<file path="config.mk">
export PLATFORM = sky130hd
export DESIGN_NAME = pc_fetch_sequencer
export DESIGN_NICKNAME = d
export VERILOG_FILES = /design/src/rtl/pc_fetch_sequencer_pkg.sv /design/src/rtl/pc_fetch_sequencer_next_pc_calc.sv /design/src/rtl/pc_fetch_sequencer.sv
export SDC_FILE = /design/constraint.sdc
export NUM_CORES = 1
export LEC_CHECK = 0
export ABC_AREA = 1
export ABC_CLOCK_PERIOD_IN_PS = 6100
export BUFFER_PORTS_ARGS = -buffer_cell sky130_fd_sc_hd__buf_2
export CAP_MARGIN = 0
export CORE_MARGIN = 2
export CORE_UTILIZATION = 35
export CTS_CLUSTER_DIAMETER = 150
export DETAILED_ROUTE_END_ITERATION = 7
export GPL_TIMING_DRIVEN = 0
export SLEW_MARGIN = 10
export SYNTH_ARGS = -nofsm -noshare
export SYNTH_HDL_FRONTEND = slang
export SYNTH_SLANG_ARGS = --single-unit
</file>
<file path="constraint.sdc">
create_clock -name CLK -period 6.1 [get_ports CLK]
set_input_delay 1.22 -clock CLK [delete_from_list [all_inputs] [get_ports CLK]]
set_output_delay 1.22 -clock CLK [all_outputs]
set_load 0.05 [all_outputs]
</file>
<file path="src/rtl/pc_fetch_sequencer_pkg.sv">
// Shared types and constants for the fetch/commit sequencer and its next-PC helper.
package pc_fetch_sequencer_pkg;

  localparam int PC_W        = 64;
  localparam int INSTR_W     = 32;
  localparam int INSTR_BYTES = 4;
  localparam logic [PC_W-1:0] RESET_VECTOR_DEFAULT = 64'h0;

  typedef enum logic [2:0] {
    ST_IDLE  = 3'd0,
    ST_REQ   = 3'd1,
    ST_RESP  = 3'd2,
    ST_EXEC  = 3'd3,
    ST_HALT  = 3'd4,
    ST_FAULT = 3'd5
  } state_e;

  function automatic logic is_aligned(input logic [PC_W-1:0] addr);
    return (addr[1:0] == 2'b00);
  endfunction

endpackage

</file>
<file path="src/rtl/pc_fetch_sequencer_next_pc_calc.sv">
// Combinational next-PC selection: sequential PC+4 or PC-relative branch target, with alignment flag.
module next_pc_calc
  import pc_fetch_sequencer_pkg::*;
(
  input  logic [PC_W-1:0] current_pc,
  input  logic [PC_W-1:0] sign_ext_imm,
  input  logic            branch,
  input  logic            alu_zero,
  input  logic            uncond_branch,
  output logic [PC_W-1:0] next_pc,
  output logic            misaligned
);

  logic taken_s;

  // Select the commit target; the add wraps modulo 2^64 by construction.
  always_comb begin
    taken_s = uncond_branch | (branch & alu_zero);
    if (taken_s) begin
      next_pc = current_pc + sign_ext_imm;
    end else begin
      next_pc = current_pc + PC_W'(INSTR_BYTES);
    end
    misaligned = !is_aligned(next_pc);
  end

endmodule

</file>
<file path="src/rtl/pc_fetch_sequencer.sv">
// Fetch/commit sequencer: owns the PC, fetches over req/gnt/resp, hands the word to the
// datapath and commits the next PC when execution completes.
module pc_fetch_sequencer
  import pc_fetch_sequencer_pkg::*;
#(
  parameter logic [PC_W-1:0] RESET_VECTOR = RESET_VECTOR_DEFAULT,
  parameter int              CNT_W        = 32
) (
  input  logic               CLK,
  input  logic               Reset,
  output logic               ImemReq,
  output logic [PC_W-1:0]    ImemAddr,
  input  logic               ImemGnt,
  input  logic               ImemRespValid,
  input  logic [INSTR_W-1:0] ImemRdata,
  output logic [INSTR_W-1:0] Instruction,
  output logic               InstrValid,
  input  logic               ExecDone,
  input  logic               Branch,
  input  logic               ALUZero,
  input  logic               Uncondbranch,
  input  logic [PC_W-1:0]    SignExtImm64,
  input  logic               Halt,
  output logic [PC_W-1:0]    CurrentPC,
  output logic               Halted,
  output logic               Fault,
  output logic [CNT_W-1:0]   RetireCount
);

  state_e             state_r;
  logic [PC_W-1:0]    pc_r;
  logic [INSTR_W-1:0] instr_r;
  logic [CNT_W-1:0]   retire_r;
  logic               req_r;
  logic               valid_r;
  logic               halted_r;
  logic               fault_r;
  logic [PC_W-1:0]    next_pc_s;
  logic               misaligned_s;

  next_pc_calc u_next_pc_calc (
    .current_pc    (pc_r),
    .sign_ext_imm  (SignExtImm64),
    .branch        (Branch),
    .alu_zero      (ALUZero),
    .uncond_branch (Uncondbranch),
    .next_pc       (next_pc_s),
    .misaligned    (misaligned_s)
  );

  // Sequencer FSM; every output flag is registered alongside the state it belongs to.
  always_ff @(posedge CLK or posedge Reset) begin
    if (Reset) begin
      state_r  <= ST_IDLE;
      pc_r     <= RESET_VECTOR;
      instr_r  <= {INSTR_W{1'b0}};
      retire_r <= {CNT_W{1'b0}};
      req_r    <= 1'b0;
      valid_r  <= 1'b0;
      halted_r <= 1'b0;
      fault_r  <= 1'b0;
    end else begin
      valid_r <= 1'b0;
      case (state_r)
        ST_IDLE: begin
          if (Halt) begin
            state_r  <= ST_HALT;
            halted_r <= 1'b1;
          end else begin
            state_r <= ST_REQ;
            req_r   <= 1'b1;
          end
        end
        ST_REQ: begin
          if (ImemGnt) begin
            state_r <= ST_RESP;
            req_r   <= 1'b0;
          end else begin
            req_r <= 1'b1;
          end
        end
        // Data is only taken from the cycle after the grant, never alongside it.
        ST_RESP: begin
          if (ImemRespValid) begin
            instr_r <= ImemRdata;
            valid_r <= 1'b1;
            state_r <= ST_EXEC;
          end else begin
            state_r <= ST_RESP;
          end
        end
        ST_EXEC: begin
          if (ExecDone) begin
            if (misaligned_s) begin
              state_r <= ST_FAULT;
              fault_r <= 1'b1;
            end else begin
              pc_r     <= next_pc_s;
              retire_r <= retire_r + {{(CNT_W-1){1'b0}}, 1'b1};
              if (Halt) begin
                state_r  <= ST_HALT;
                halted_r <= 1'b1;
              end else begin
                state_r <= ST_REQ;
                req_r   <= 1'b1;
              end
            end
          end else begin
            state_r <= ST_EXEC;
          end
        end
        ST_HALT:  state_r <= ST_HALT;
        ST_FAULT: state_r <= ST_FAULT;
        // An illegal encoding parks the sequencer in FAULT with fetch disabled.
        default: begin
          state_r  <= ST_FAULT;
          req_r    <= 1'b0;
          halted_r <= 1'b0;
          fault_r  <= 1'b1;
        end
      endcase
    end
  end

  assign ImemReq     = req_r;
  assign ImemAddr    = pc_r;
  assign Instruction = instr_r;
  assign InstrValid  = valid_r;
  assign CurrentPC   = pc_r;
  assign Halted      = halted_r;
  assign Fault       = fault_r;
  assign RetireCount = retire_r;

endmodule

</file>
## Yosys cells after proc, flatten, opt, wreduce, memory -nomap -nowiden

Index checks and enable logic that the tools add are counted.
Widths: inputs -> output; s select.

| cells by class | value |
|---|---|
| bitwise logic cells | 5 |
| add/subtract/negate cells | 3 |
| multiplexer cells | 21 |
| reduce and logical (&&, ||, !) cells | 10 |
| equality and inequality tests | 9 |

Operator list:

| operator | count |
|---|---|
| $add 64x3->64 const B | 1 |
| $add 64x64->64 | 1 |
| $mux 64 | 1 |
| $add 32x1->32 const B | 1 |
| $pmux 3 s5 | 1 |
| $mux 1 | 12 |
| $mux 3 | 4 |
| $reduce_and 3->1 | 4 |
| $eq 3x2->1 const B | 2 |
| $eq 3x3->1 const B | 2 |
| $ne 2x2->1 const B | 3 |
| $reduce_or 5->1 | 1 |
| $pmux 1 s4 | 1 |
| $reduce_or 4->1 | 1 |
| $eq 3x1->1 const B | 1 |
| $logic_not 3->1 | 1 |
| $not 1->1 | 3 |
| $pmux 1 s3 | 1 |
| $reduce_or 3->1 | 1 |
| $logic_not 2->1 | 1 |
| $ne 2x1->1 const B | 1 |
| $pmux 1 s2 | 1 |
| $reduce_and 2->1 | 1 |
| $and 1x1->1 | 1 |
| $or 1x1->1 | 1 |

| word-level totals | value |
|---|---|
| flip-flop bits (word level) | 135 |
| bits of input ports | 105 |
| word-level logic and storage cells | 56 |
| output and inout bits | 196 |

## Depth between registers and ports, before layout

| depth | value |
|---|---|
| depth after elaboration | 7 |
| depth in mapped cells | 16 |
| depth with buffers taken out | 16 |

## Hierarchy

A second synthesis with hierarchy kept.

| unflattened totals | value |
|---|---|
| cell total of the unflattened synthesis | 2595 |
| area, all modules | 14695.3 sq um |

By module, submodules not included:

| module | sequential area each (sq um) | cells an instance | area an instance (sq um) | instances |
|---|---|---|---|---|
| next_pc_calc | 0.0 | 1817 | 8308.0 | 1 |
| pc_fetch_sequencer | 3378.2 | 778 | 6387.4 | 1 |

## Worst setup path before layout

OpenSTA, ideal clock, no wires.

| timing | value |
|---|---|
| path type | input -> register |
| start | input port SignExtImm64[0] |
| end | register retire_r[25], in the netlist RetireCount[25] |
| required time | 5977 ps |
| setup time | 123 ps |
| buffers on the path | 0 |
| data arrival time | 2834 ps |
| stages on the path | 12 |
| path slack | 3143 ps |
| cells stage by stage | ha_1 > fa_1 > nor2_1 > nand2_1 > nand2_1 > nand2_2 > clkinv_2 > nand4_2 > nor2_2 > nand2_1 > o21ai_1 > nand2_1 |

| on the way | value |
|---|---|
| longest elaborated chain between the ends | 4 |

RTL lines:

| what | line | source |
|---|---|---|
| from (decl) | pc_fetch_sequencer.sv:22 | `input logic [PC_W-1:0] SignExtImm64,` |
| $add 64x64->64 | pc_fetch_sequencer_next_pc_calc.sv:20 | `next_pc = current_pc + sign_ext_imm;` |
| $mux 64 | pc_fetch_sequencer_next_pc_calc.sv:19 | `if (taken_s) begin` |
| $logic_not 2->1 | pc_fetch_sequencer_pkg.sv:19 | `return (addr[1:0] == 2'b00);` |
| $reduce_and 3->1 (no line) | - |  |
| to (signal assigned) | pc_fetch_sequencer.sv:57 | `retire_r <= {CNT_W{1'b0}};` |
| to (signal assigned) | pc_fetch_sequencer.sv:99 | `retire_r <= retire_r + {{(CNT_W-1){1'b0}}, 1'b1};` |
| to (decl) | pc_fetch_sequencer.sv:33 | `logic [CNT_W-1:0] retire_r;` |

No other way between the ends.
A chain may end at the register's enable or synchronous reset.

## Worst setup path after layout

| timing | value |
|---|---|
| start | input port SignExtImm64[0] |
| end | register pc_r[44], in the netlist CurrentPC[44] |

| on the way | value |
|---|---|
| longest elaborated chain between the ends | 4 |

RTL lines:

| what | line | source |
|---|---|---|
| $add 64x64->64 * | pc_fetch_sequencer_next_pc_calc.sv:20 |  |
| $mux 64 * | pc_fetch_sequencer_next_pc_calc.sv:19 |  |
| $logic_not 2->1 | pc_fetch_sequencer_pkg.sv:19 |  |
| $reduce_and 3->1 (no line) | - |  |
| to (signal assigned) | pc_fetch_sequencer.sv:98 | `pc_r <= next_pc_s;` |
| to (decl) | pc_fetch_sequencer.sv:31 | `logic [PC_W-1:0] pc_r;` |

Mark *: on every way between the ends. The rest lies on a longest branch, timed or not.

==> results.tsv <==
stage	metric	value	unit
routing	routed len/inst	18.60	um
hold_path	hold path depth	1	
cells_and_area	# diodes	0	
synth	syn_area_per_cell	5.984	um^2
power_and_ir_drop	Power, Total	2.724	mW
routing	antenna viol nets, final	0	
power_and_ir_drop	Power Density	160.2	mW/mm^2
cts	worst skew pair latency	0.44	ns
die	Starting Density	0.3568	
sta	RSZ-0062 raised after global routing	no	
cts	Post-CTS Resized	0	
worst_setup_path	CP peak stage delay	0.47	ns
cts	CTS Root Cell	clkbuf_16	
routing	Initial DRT Pass Iterations	6	
sta	Hold Violations, Final	0	
worst_setup_path	Worst R2R Path Depth	11	
global_route	aggregate global routing overflow	0	
worst_setup_path	r2r setup slk	3.16	ns
worst_setup_path	Crit-path slowest cell	fa_1	
cts	H-tree levels	4	
worst_setup_path	top cell family by delay on the critical path	simple AND/OR/NAND/NOR gates	
worst_setup_path	worst path cell trace	buf_2 > ha_1 > fa_1 > nand3_1 > nand3_1 > nand2_1 > nand2_1 > nand2_1 > nand2_1 > nand2_1 > nand2_1 > nand2_1 > nand2_1 > nand2_1 > nand3_1 > a21oi_1	
run	max cap viols	0	
global_route	largest net degree at the start of global routing	79	
die	chip height	205.7	um
power_and_ir_drop	leakage	9.751	nW
placed_design	Cells after DPL	3206	
sta	count of final setup violators	0	
cts	Num CTS Buffers	17	
sta	Slew @ Worst Pin	0.8662	ns
worst_setup_path	Crit path buffers/inverters	1	
sta	Hold Slack	0.4798	ns
synth	Synth area leaders	dfrtp_1 24%, nand2_1 21%, inv_1 11%, nor2_1 6.3%, ha_1 5.7%	
sta	fin. max-slew vios	0	
cts	CTS Hold Bufs	0	
cts	Clock transition at path regs	0.06	ns
placed_design	DP Area	0.01643	mm^2
die	Core Area	0.03991	mm^2
die	# rows	73	
power_and_ir_drop	Peak VDD IR	0.1320	mV
routing	DR vias/cell	4.949	
synth	Post-synth EDFFs	0	
sta	f_max	301.0	MHz
sta	setup TNS	0	ns
status	status	finished, final reports clean	
power_and_ir_drop	P_int	1.680	mW
power_and_ir_drop	clock share of power	0.374	
synth	ys flop type	dfrtp_1	
cells_and_area	nets	2871	
worst_setup_path	Critical Path End Type	flip-flop	
routing	initial DRC count	1220	
worst_setup_path	stages on the worst setup path	16	
worst_setup_path	Startpoint Class	primary input	
synth	sequential-to-total area share from yosys stat	0.2372	
synth	Synth top area share	0.2372	
cts	CTS tree	built	
sta	Setup Skew	0.01433	ns
worst_setup_path	critical path data required time	6.45	ns
sta	Tmin final	3.322	ns
cells_and_area	Filler Cell Count	4379	
synth	register bit total from synthesis	135	
routing	Vias	16020	
sta	relative max-transition margin	0.4226	
hold_path	worst min path class	flip-flop to flip-flop	
worst_setup_path	worst reg2reg endpoint	CurrentPC[54]	
worst_setup_path	Worst Path Arrival	3.67	ns
cts	post-CTS setup buffers	0	
global_route	vias in the first global route	15030	
worst_setup_path	Critical Path Start	SignExtImm64[0]	
synth	largest area contributor in the netlist	dfrtp_1	
die	Ports	301	
synth	syn_nets	2551	
cts	Clock Tree Buf Depth	2	
placed_design	DP Wirelength	50.72	mm
global_route	antenna violations before repair	0	
cells_and_area	non-filler cells, final	3238	
sta	Tcrit/Tclk final	0.5446	
power_and_ir_drop	Sw Pwr	1.044	mW
worst_setup_path	maximum fanout along the worst path	5	
placed_design	routability cong.	0.9440	
power_and_ir_drop	Seq pwr share	0.356	
worst_setup_path	Worst path most repeated cell	nand2_1	
synth	ys async rst share	1.000	
worst_setup_path	worst setup path endpoint	CurrentPC[44]	
worst_setup_path	Setup CP Type	primary input to flip-flop	
cells_and_area	Layout area overhead	19.41	%
synth	area of the mapped netlist	0.01424	mm^2
routing	total wire length	60.22	mm
power_and_ir_drop	switching part of the total	0.3832	
cells_and_area	share of layout cells above drive strength 1	0.1858	
die	DIE WIDTH	205.7	um
routing	DRC viols	0	
synth	Ys Warns	0	
placed_design	Port Buf Inserts	300	
synth	Mapped Cells	2380	
die	full die area	0.04232	mm^2
worst_setup_path	Reg-to-Reg Start	CurrentPC[17]	
global_route	first-pass GRT wire length	89.59	mm
global_route	Tot GR Track Use	0.2830	
power_and_ir_drop	combinational group share of total power	0.270	
cells_and_area	fin area	0.01701	mm^2
cts	CTS Sinks	135	
synth	Netlist cell types	49	
## power groups by stage
stage	sequential [mW]	combinational (mW)	clock [mW]
4_1_cts	0.970	0.734	1.03
6_report	0.970	0.736	1.02
2_1_floorplan	1.06	0.404	0
3_3_place_gp	0.986	0.724	0
3_5_place_dp	0.986	0.731	0
5_1_grt	0.973	0.803	1.07
## metrics by stage
step / worst slack, ns / util
6_report: 2.778 / 0.4260
5_1_grt: 2.600 / 0.4260
4_1_cts: 2.785 / 0.4260
3_5_place_dp: 2.333 / 0.4117
3_3_place_gp: -0.5143 / 0.4109
2_1_floorplan: 1.269 / -
## kinds of logic (layout without fill, tap and decap cells)
family,after synthesis,in the layout,share of synthesized area
XOR/XNOR,77,77,0.04736
adder cells (fa/ha/maj),66,66,0.05851
flip-flops,135,135,0.2372
multiplexers,32,32,0.02530
buffers and inverters,514,847,0.1540
AND/OR/NAND/NOR,1333,1333,0.3954
AO/OA/AOI/OAI,223,223,0.08215
## area by class of cell
class                      instances  area (um^2)  share of cell area
clock buffer                      18        439.2             0.02583
buffer                            96        623.1             0.03664
sequential                       135         3378              0.1987
multi-input combinational       1731         8670              0.5098
inverter                         418         1575             0.09263
clock inverter                    14        133.9            0.007873
timing repair buffer             301         1529             0.08991
tap                              525        656.9             0.03863
## state kept, by name, indices dropped and copies added, names as in the netlist
name,cells
CurrentPC,64
Fault,1
Halted,1
ImemReq,1
InstrValid,1
Instruction,32
RetireCount,32
state_r,3
## cells in the final DEF (no fill, tap or decap), drive strengths merged, types with 43 or more instances in the layout
| master | n |
|---|---|
| a21oi | 158 |
| dfrtp | 135 |
| xor2 | 50 |
| buf | 387 |
| o21ai | 43 |
| ha | 65 |
| nand2 | 819 |
| nor2 | 259 |
| inv | 423 |
| nor3 | 56 |
| nand3 | 136 |
## layer usage
layer,track usage,part of all wire
met1,0.3770,0.44
met2,0.4863,0.48
met3,0.02962,0.058
met4,0.07477,0.024
met5,0,0
## Yosys cell counts (6+ instances only)
cell type,count
a21oi_1,157
nor3_1,46
dfrtp_1,135
clkbuf_1,10
nand2_1,814
nand4_1,21
xor2_1,50
a31oi_1,6
buf_2,15
buf_1,6
or2_2,9
nor2_2,12
nor2_1,240
ha_1,65
xnor2_1,27
nor3_2,9
o21ai_0,38
buf_4,65
nand3_1,132
nor4_1,8
nor2_4,7
nand3b_1,14
a22oi_1,7
inv_1,411
mux2_2,30
## worst min path at each step
stage	start	to
floorplan	state_r[1]	Fault
global placement	Fault	Fault
detailed placement	Fault	Fault
CTS	Fault	Fault
global route	Instruction[16]	Instruction[16]
finish	Fault	Fault
Power figures use the tool's default switching activity.
